$ cat src/rtl/constants.sv
// Machine-wide constants shared by the datapath blocks.
`ifndef CONSTANTS_SV
`define CONSTANTS_SV
`define XLEN 64
`endif

$ cat src/rtl/lsu_pkg.sv
// Shared types for the load/store unit: access size, response cause, FSM state.
`include "constants.sv"

package lsu_pkg;
    localparam int unsigned XLEN = `XLEN;

    typedef enum logic [1:0] {
        SIZE_B = 2'b00,
        SIZE_H = 2'b01,
        SIZE_W = 2'b10,
        SIZE_D = 2'b11
    } size_e;

    typedef enum logic [1:0] {
        CAUSE_OK         = 2'b00,
        CAUSE_MISALIGNED = 2'b01,
        CAUSE_RANGE      = 2'b10
    } cause_e;

    typedef enum logic [1:0] {
        StIdle   = 2'b00,
        StAccess = 2'b01,
        StResp   = 2'b10
    } state_e;
endpackage

$ cat src/rtl/load_store_unit_if.sv
// Request/response handshake between the execute stage and the load/store unit.
interface load_store_unit_if;
    import lsu_pkg::*;

    logic            req_valid;
    logic            req_ready;
    logic            req_we;
    logic [1:0]      req_size;
    logic            req_unsigned;
    logic [XLEN-1:0] req_addr;
    logic [XLEN-1:0] req_wdata;
    logic            resp_valid;
    logic            resp_ready;
    logic [XLEN-1:0] resp_rdata;
    logic [1:0]      resp_cause;

    modport master (
        output req_valid, req_we, req_size, req_unsigned, req_addr, req_wdata, resp_ready,
        input  req_ready, resp_valid, resp_rdata, resp_cause
    );

    modport slave (
        input  req_valid, req_we, req_size, req_unsigned, req_addr, req_wdata, resp_ready,
        output req_ready, resp_valid, resp_rdata, resp_cause
    );
endinterface

$ cat src/rtl/lsu_lane_align.sv
// Byte-lane steering: load extraction with sign/zero extension, and store merging
// of a sub-doubleword value into the existing memory doubleword.
module lsu_lane_align
    import lsu_pkg::*;
(
    input  logic [XLEN-1:0] i_rdata,
    input  logic [XLEN-1:0] i_wdata,
    input  logic [2:0]      i_offset,
    input  size_e           i_size,
    input  logic            i_unsigned,
    output logic [XLEN-1:0] o_load_data,
    output logic [XLEN-1:0] o_store_data
);

    function automatic logic [XLEN-1:0] load_extract(logic [XLEN-1:0] rdata, logic [2:0] off,
                                                     size_e sz, logic uns);
        logic [XLEN-1:0] lane;
        logic [XLEN-1:0] res;
        lane = rdata >> {off, 3'b000};
        case (sz)
            SIZE_B:  res = {{(XLEN-8){lane[7] & ~uns}}, lane[7:0]};
            SIZE_H:  res = {{(XLEN-16){lane[15] & ~uns}}, lane[15:0]};
            SIZE_W:  res = {{(XLEN-32){lane[31] & ~uns}}, lane[31:0]};
            default: res = lane;
        endcase
        return res;
    endfunction

    function automatic logic [XLEN-1:0] store_merge(logic [XLEN-1:0] old, logic [XLEN-1:0] wdata,
                                                    logic [2:0] off, size_e sz);
        logic [7:0]      bmask;
        logic [XLEN-1:0] shifted;
        logic [XLEN-1:0] res;
        case (sz)
            SIZE_B:  bmask = 8'h01;
            SIZE_H:  bmask = 8'h03;
            SIZE_W:  bmask = 8'h0F;
            default: bmask = 8'hFF;
        endcase
        // Accesses are aligned, so the shifted mask never wraps past byte 7.
        bmask   = bmask << off;
        shifted = wdata << {off, 3'b000};
        res     = old;
        for (int i = 0; i < 8; i++) begin
            if (bmask[i]) res[i*8 +: 8] = shifted[i*8 +: 8];
        end
        return res;
    endfunction

    assign o_load_data  = load_extract(i_rdata, i_offset, i_size, i_unsigned);
    assign o_store_data = store_merge(i_rdata, i_wdata, i_offset, i_size);

endmodule

$ cat src/rtl/load_store_unit.sv
// Load/store unit in front of the doubleword data memory: alignment and range checks,
// load extension, read-modify-write stores, one request outstanding.
module load_store_unit
    import lsu_pkg::*;
#(
    parameter int unsigned ADDR_BITS = 16
) (
    input  logic              clk,
    input  logic              rst_n,
    load_store_unit_if.slave  bus,
    output logic [XLEN-1:0]   o_mem_addr,
    output logic              o_mem_we,
    output logic [XLEN-1:0]   o_mem_wdata,
    input  logic [XLEN-1:0]   i_mem_rdata
);

    state_e          r_state;
    state_e          w_state_next;
    logic            r_we;
    size_e           r_size;
    logic            r_unsigned;
    logic [XLEN-1:0] r_addr;
    logic [XLEN-1:0] r_wdata;
    logic [XLEN-1:0] r_rdata;
    cause_e          r_cause;
    logic [XLEN-1:0] r_mem_addr;
    logic [XLEN-1:0] r_mem_wdata;

    logic            w_accept;
    logic [2:0]      w_align_mask;
    logic            w_misaligned;
    logic            w_out_of_range;
    logic            w_in_access;
    logic [XLEN-1:0] w_access_addr;
    logic [XLEN-1:0] w_load_data;
    logic [XLEN-1:0] w_store_data;

    assign w_accept = (r_state == StIdle) && bus.req_valid;

    always_comb begin
        case (size_e'(bus.req_size))
            SIZE_B:  w_align_mask = 3'b000;
            SIZE_H:  w_align_mask = 3'b001;
            SIZE_W:  w_align_mask = 3'b011;
            default: w_align_mask = 3'b111;
        endcase
    end

    assign w_misaligned   = (bus.req_addr[2:0] & w_align_mask) != 3'b000;
    assign w_out_of_range = (bus.req_addr >> ADDR_BITS) != '0;

    assign w_in_access   = (r_state == StAccess);
    assign w_access_addr = {r_addr[XLEN-1:3], 3'b000};

    lsu_lane_align u_lane_align (
        .i_rdata      (i_mem_rdata),
        .i_wdata      (r_wdata),
        .i_offset     (r_addr[2:0]),
        .i_size       (r_size),
        .i_unsigned   (r_unsigned),
        .o_load_data  (w_load_data),
        .o_store_data (w_store_data)
    );

    always_comb begin
        w_state_next = r_state;
        case (r_state)
            StIdle: begin
                if (w_accept) w_state_next = (w_misaligned || w_out_of_range) ? StResp : StAccess;
            end
            StAccess: w_state_next = StResp;
            StResp:   if (bus.resp_ready) w_state_next = StIdle;
            default:  w_state_next = StIdle;
        endcase
    end

    always_ff @(posedge clk or negedge rst_n) begin
        if (!rst_n) begin
            r_state     <= StIdle;
            r_we        <= 1'b0;
            r_size      <= SIZE_B;
            r_unsigned  <= 1'b0;
            r_addr      <= '0;
            r_wdata     <= '0;
            r_rdata     <= '0;
            r_cause     <= CAUSE_OK;
            r_mem_addr  <= '0;
            r_mem_wdata <= '0;
        end else begin
            r_state <= w_state_next;
            if (w_accept) begin
                r_we       <= bus.req_we;
                r_size     <= size_e'(bus.req_size);
                r_unsigned <= bus.req_unsigned;
                r_addr     <= bus.req_addr;
                r_wdata    <= bus.req_wdata;
                r_rdata    <= '0;
                if (w_misaligned)        r_cause <= CAUSE_MISALIGNED;
                else if (w_out_of_range) r_cause <= CAUSE_RANGE;
                else                     r_cause <= CAUSE_OK;
            end
            if (w_in_access) begin
                r_mem_addr <= w_access_addr;
                if (r_we) r_mem_wdata <= w_store_data;
                else      r_rdata     <= w_load_data;
            end
        end
    end

    // Memory controls are driven live during ACCESS so the combinational read and the
    // write both see the current request; mem_we stays a pure decode of the state.
    assign o_mem_we    = w_in_access && r_we;
    assign o_mem_addr  = w_in_access ? w_access_addr : r_mem_addr;
    assign o_mem_wdata = (w_in_access && r_we) ? w_store_data : r_mem_wdata;

    assign bus.req_ready  = (r_state == StIdle);
    assign bus.resp_valid = (r_state == StResp);
    assign bus.resp_rdata = r_rdata;
    assign bus.resp_cause = r_cause;

endmodule

$ cat src/flat_wrapper.sv
// flat-port wrapper written by rule: the top's interface ports become plain ports
module load_store_unit_flat import lsu_pkg::*;
#(
    parameter int unsigned ADDR_BITS = 16
)
  (clk, rst_n, o_mem_addr, o_mem_we, o_mem_wdata, i_mem_rdata, bus_req_valid, bus_req_we, bus_req_size, bus_req_unsigned, bus_req_addr, bus_req_wdata, bus_resp_ready, bus_req_ready, bus_resp_valid, bus_resp_rdata, bus_resp_cause);
  load_store_unit_if bus_i ();
  input  logic clk;
  input  logic rst_n;
  output logic [XLEN-1:0] o_mem_addr;
  output logic o_mem_we;
  output logic [XLEN-1:0] o_mem_wdata;
  input  logic [XLEN-1:0] i_mem_rdata;
  input wire logic [$bits(bus_i.req_valid)-1:0] bus_req_valid;
  input wire logic [$bits(bus_i.req_we)-1:0] bus_req_we;
  input wire logic [$bits(bus_i.req_size)-1:0] bus_req_size;
  input wire logic [$bits(bus_i.req_unsigned)-1:0] bus_req_unsigned;
  input wire logic [$bits(bus_i.req_addr)-1:0] bus_req_addr;
  input wire logic [$bits(bus_i.req_wdata)-1:0] bus_req_wdata;
  input wire logic [$bits(bus_i.resp_ready)-1:0] bus_resp_ready;
  output wire logic [$bits(bus_i.req_ready)-1:0] bus_req_ready;
  output wire logic [$bits(bus_i.resp_valid)-1:0] bus_resp_valid;
  output wire logic [$bits(bus_i.resp_rdata)-1:0] bus_resp_rdata;
  output wire logic [$bits(bus_i.resp_cause)-1:0] bus_resp_cause;
  assign bus_i.req_valid = bus_req_valid;
  assign bus_i.req_we = bus_req_we;
  assign bus_i.req_size = bus_req_size;
  assign bus_i.req_unsigned = bus_req_unsigned;
  assign bus_i.req_addr = bus_req_addr;
  assign bus_i.req_wdata = bus_req_wdata;
  assign bus_i.resp_ready = bus_resp_ready;
  assign bus_req_ready = bus_i.req_ready;
  assign bus_resp_valid = bus_i.resp_valid;
  assign bus_resp_rdata = bus_i.resp_rdata;
  assign bus_resp_cause = bus_i.resp_cause;
  load_store_unit #(.ADDR_BITS(ADDR_BITS)) u_core (.clk(clk), .rst_n(rst_n), .bus(bus_i), .o_mem_addr(o_mem_addr), .o_mem_we(o_mem_we), .o_mem_wdata(o_mem_wdata), .i_mem_rdata(i_mem_rdata));
endmodule
$ cat config.mk
export PLATFORM = sky130hd
export DESIGN_NAME = load_store_unit_flat
export DESIGN_NICKNAME = d
export VERILOG_FILES = /design/src/rtl/lsu_pkg.sv /design/src/rtl/load_store_unit_if.sv /design/src/rtl/lsu_lane_align.sv /design/src/rtl/load_store_unit.sv /design/src/flat_wrapper.sv
export VERILOG_INCLUDE_DIRS = /design/src /design/src/rtl
export SDC_FILE = /design/constraint.sdc
export NUM_CORES = 1
export LEC_CHECK = 0
export BUFFER_PORTS_ARGS = -buffer_cell sky130_fd_sc_hd__buf_2
export CAP_MARGIN = 20
export CORE_ASPECT_RATIO = 1.2
export CORE_MARGIN = 4
export CORE_UTILIZATION = 30
export DETAILED_ROUTE_END_ITERATION = 8
export PLACE_DENSITY = 0.61
export REMOVE_ABC_BUFFERS = 1
export SYNTH_ARGS = -nofsm -noshare
export SYNTH_HDL_FRONTEND = slang
export SYNTH_SLANG_ARGS = --single-unit
$ cat constraint.sdc
create_clock -name clk -period 2.7 [get_ports clk]
set_input_delay 0.54 -clock clk [delete_from_list [all_inputs] [get_ports clk]]
set_output_delay 0.54 -clock clk [all_outputs]
set_load 0.005 [all_outputs]
==> impl_metrics.ini <==
[clock_tree]
ctsHtreeMaxLevel = 2
path_clk_slew_ns = 0.07
cts_tree = done
clk_latency_ns = 0.56
root_buffer = clkbuf_16
clock-sinks = 328
cts_buffers = 38
clockBufferDepth = 3

[floorplanning]
design.core.area_sq_mm = 0.05504
rows = 94
dieArea_sq_mm = 0.05976
die_h_um = 267.0
boundaryPins = 397
start_util_pct = 30.47
die_w_um = 223.8

[placement]
routabilityCongestion = 0.8755
pre_cts_ws_ns = -0.02041
port_buffers = 396
hpwl_mm = 47.55

[detailed_routing]
vias = 15340
first_pass_iters = 7
wl_met1_mm = 26.12
wl_met3_mm = 6.252
drt-total-wl_mm = 67.58
final_antenna_net_count = 0
avgRoutedWirePerCell_um = 23.05
drt_iter0_drc = 1229
drc = 0
met2_length_mm = 32.23
maxUsedRoutingLayer = met5
viasPerCell = 5.233

[logic_synthesis]
synth-adder-area-share_pct = 0
synth-main-ff-cell = dfrtp_1
ys_types = 61
synth-compound-area-share_pct = 11.57
synth.avg_cell_area_sq_um = 9.773
yosysSeqAreaShare_pct = 48.94
yosysWarnings = 0
post_synth_and_or_nand_nor_area_fraction_pct = 15.82
syn_inst = 1716
synth_area_sq_mm = 0.01677
synthMuxAreaShare_pct = 19.00
synth_edf_count = 0
async_flop_share_pct = 100.0
synth_top_family_by_area = multiplexers
ys_ff_latch = 328
synthXorXnorAreaFrac_pct = 0

[global_routing]
grt_usage_pct = 21.50
grt_pass1_vias = 15670
antenna_found_initial = 22
grt.overflow.total = 0
grt_pass1_wl_mm = 98.23
grt_max_degree = 67

[outcome]
status = finished with violations
violations = setup timing

[finish]
multi_input_area_sq_mm = 0.008620
final_common_cell = nand2_1
nNetsFinal = 2376
area_growth_pct = 36.83
drive_above_1_share_pct = 40.94
regArea_sq_mm = 0.008220
layout_common_cells = nand2_1, buf_2, dfrtp_1
fill_cells = 5433

[timing]
slew_headroom_pct = 30.23
layout_setup_ws_ns = -0.3628
holdWs_ns = 0.1617
finalSetupViolCount = 79
finClkSkew_ns = 0.01712
drv_slew = 0
hold_violations = 0
rsz0062_at_grt = yes
finalCritPeriodShare_pct = 113.4
min_period_ns = 3.063
max_freq_mhz = 326.5
tightestPinTransition_ns = 1.045

[power_and_ir_drop]
peakVddDrop_v = 0.0004901
p_leak_uw = 0.01140
p_per_area_mw_per_mm2 = 727.9

[worst_setup_path]
worst_ep_required_time_ns = 2.16
critPathCaptureType = output pin
crit_type = flip-flop to output pin
critical_path.max_fanout = 6
start_kind = flip-flop
crit_arrival_ns = 2.52

[flow_run]
drv_cap = 0

[hold_path]
min_path_type = primary input to flip-flop
==> worst max-delay path: stages, from the launching register on <==
cell and delay [ns]:
dfrtp_4 0.52, buf_6 0.16, buf_12 0.14, o21ai_4 0.17, buf_4 0.15, a21oi_4 0.08
buf_12 0.16, a221oi_1 0.23, buf_4 0.17, a21oi_4 0.06, buf_2 0.13
==> path summary, 6_finish.rpt <==
| kind | slack (ns) | to | start | cells after the start |
|---|---|---|---|---|
| setup / recovery | -0.36 | o_mem_wdata[34] | u_core.r_addr[1] | 10 |
| hold / removal | 0.16 | u_core.r_wdata[58] | bus_req_wdata[58] | 3 |
| setup reg to reg | -0.05 | u_core.bus.resp_rdata[23] | u_core.r_addr[1] | 10 |
| hold reg to reg | 0.46 | u_core.r_mem_wdata[51] | u_core.r_mem_wdata[51] | 2 |
| max in group asynchronous | 1.33 | u_core.bus.resp_rdata[56] | rst_n | 3 |
| min in group asynchronous | 0.54 | u_core.r_mem_wdata[47] | rst_n | 2 |
==> metal layers <==
layer  up-vias  global-route usage [%]
li1       6852                       -
met1      7603                   26.29
met2       692                   35.36
met3       169                   7.128
met4        26                   8.332
met5         -                       0
==> cell families after synthesis <==
kind of cell | after synthesis
buf+inv | 157
compound gates | 318
flops | 328
mux | 257
simple gates | 656
==> state kept, by name, indices dropped and copies added, names as in the netlist <==
name / flops
u_core.r_state: 2
u_core.bus.resp_cause: 2
u_core.r_size: 2
u_core.r_unsigned: 1
u_core.r_addr: 64
u_core.bus.resp_rdata: 64
u_core.r_mem_wdata: 64
u_core.r_wdata: 64
u_core.r_we: 1
u_core.r_mem_addr: 64
==> power by group <==
part / internal [uW] / switching, uW
Combinational: 2540 / 2990
Sequential: 5330 / 444
Clock: 3210 / 2180
==> per-stage QoR <==
| step | area, sq um | instances | setup TNS [ns] | utilization, % | total power (uW) |
|---|---|---|---|---|---|
| floorplan | 16100 | 1588 | -1763.97 | - | 8455 |
| global placement | 19890 | 2788 | 0 | 36.14 | 9994 |
| detailed placement | 19890 | 2788 | -0.02752 | 36.14 | 10100 |
| CTS | 22160 | 2901 | -16.60 | 40.26 | 16250 |
| global route | 22930 | 2927 | -24.24 | 41.66 | 17440 |
| finish | 22950 | 2932 | -17.62 | 41.69 | 16700 |
==> cell usage after synthesis (5+ instances only) <==
library cell	count	area (sq um)
buf_6	13	146.4
a21oi_1	123	615.6
mux4_2	40	900.9
nor4_1	12	75.07
clkbuf_1	67	251.5
o21ai_1	22	110.1
a211oi_1	16	120.1
nand2_1	497	1866
a2bb2oi_1	15	131.4
a221o_1	15	150.1
inv_1	28	105.1
buf_4	11	82.58
nor2b_1	11	68.82
o22ai_1	20	125.1
and2_0	6	37.54
mux2i_1	129	1291
nor2_1	95	356.6
a221oi_1	6	52.55
buf_2	33	165.2
mux2_2	87	979.7
nand3_1	5	25.02
dfrtp_1	328	8208
o21ai_0	79	395.4
==> what timing repair did <==
action	CTS	global route
hold endpoints to repair	51	0
gates resized for setup	182	151
gates cloned	5	1
pin swaps	50	50
hold buffers	1	0
endpoints found under the setup margin	125	64
setup buffers	40	26
==> cell type report <==
type | instances | area share, %
flip-flops and latches | 328 | 35.83
clock inverters | 15 | 0.8561
well taps | 720 | 3.926
diodes | 9 | 0.09815
clock buffers | 52 | 4.728
multi-input cells | 1231 | 37.56
repair buffers | 548 | 16.50
inverters | 29 | 0.5017
Note: power is estimated with default switching activity, not from simulation.
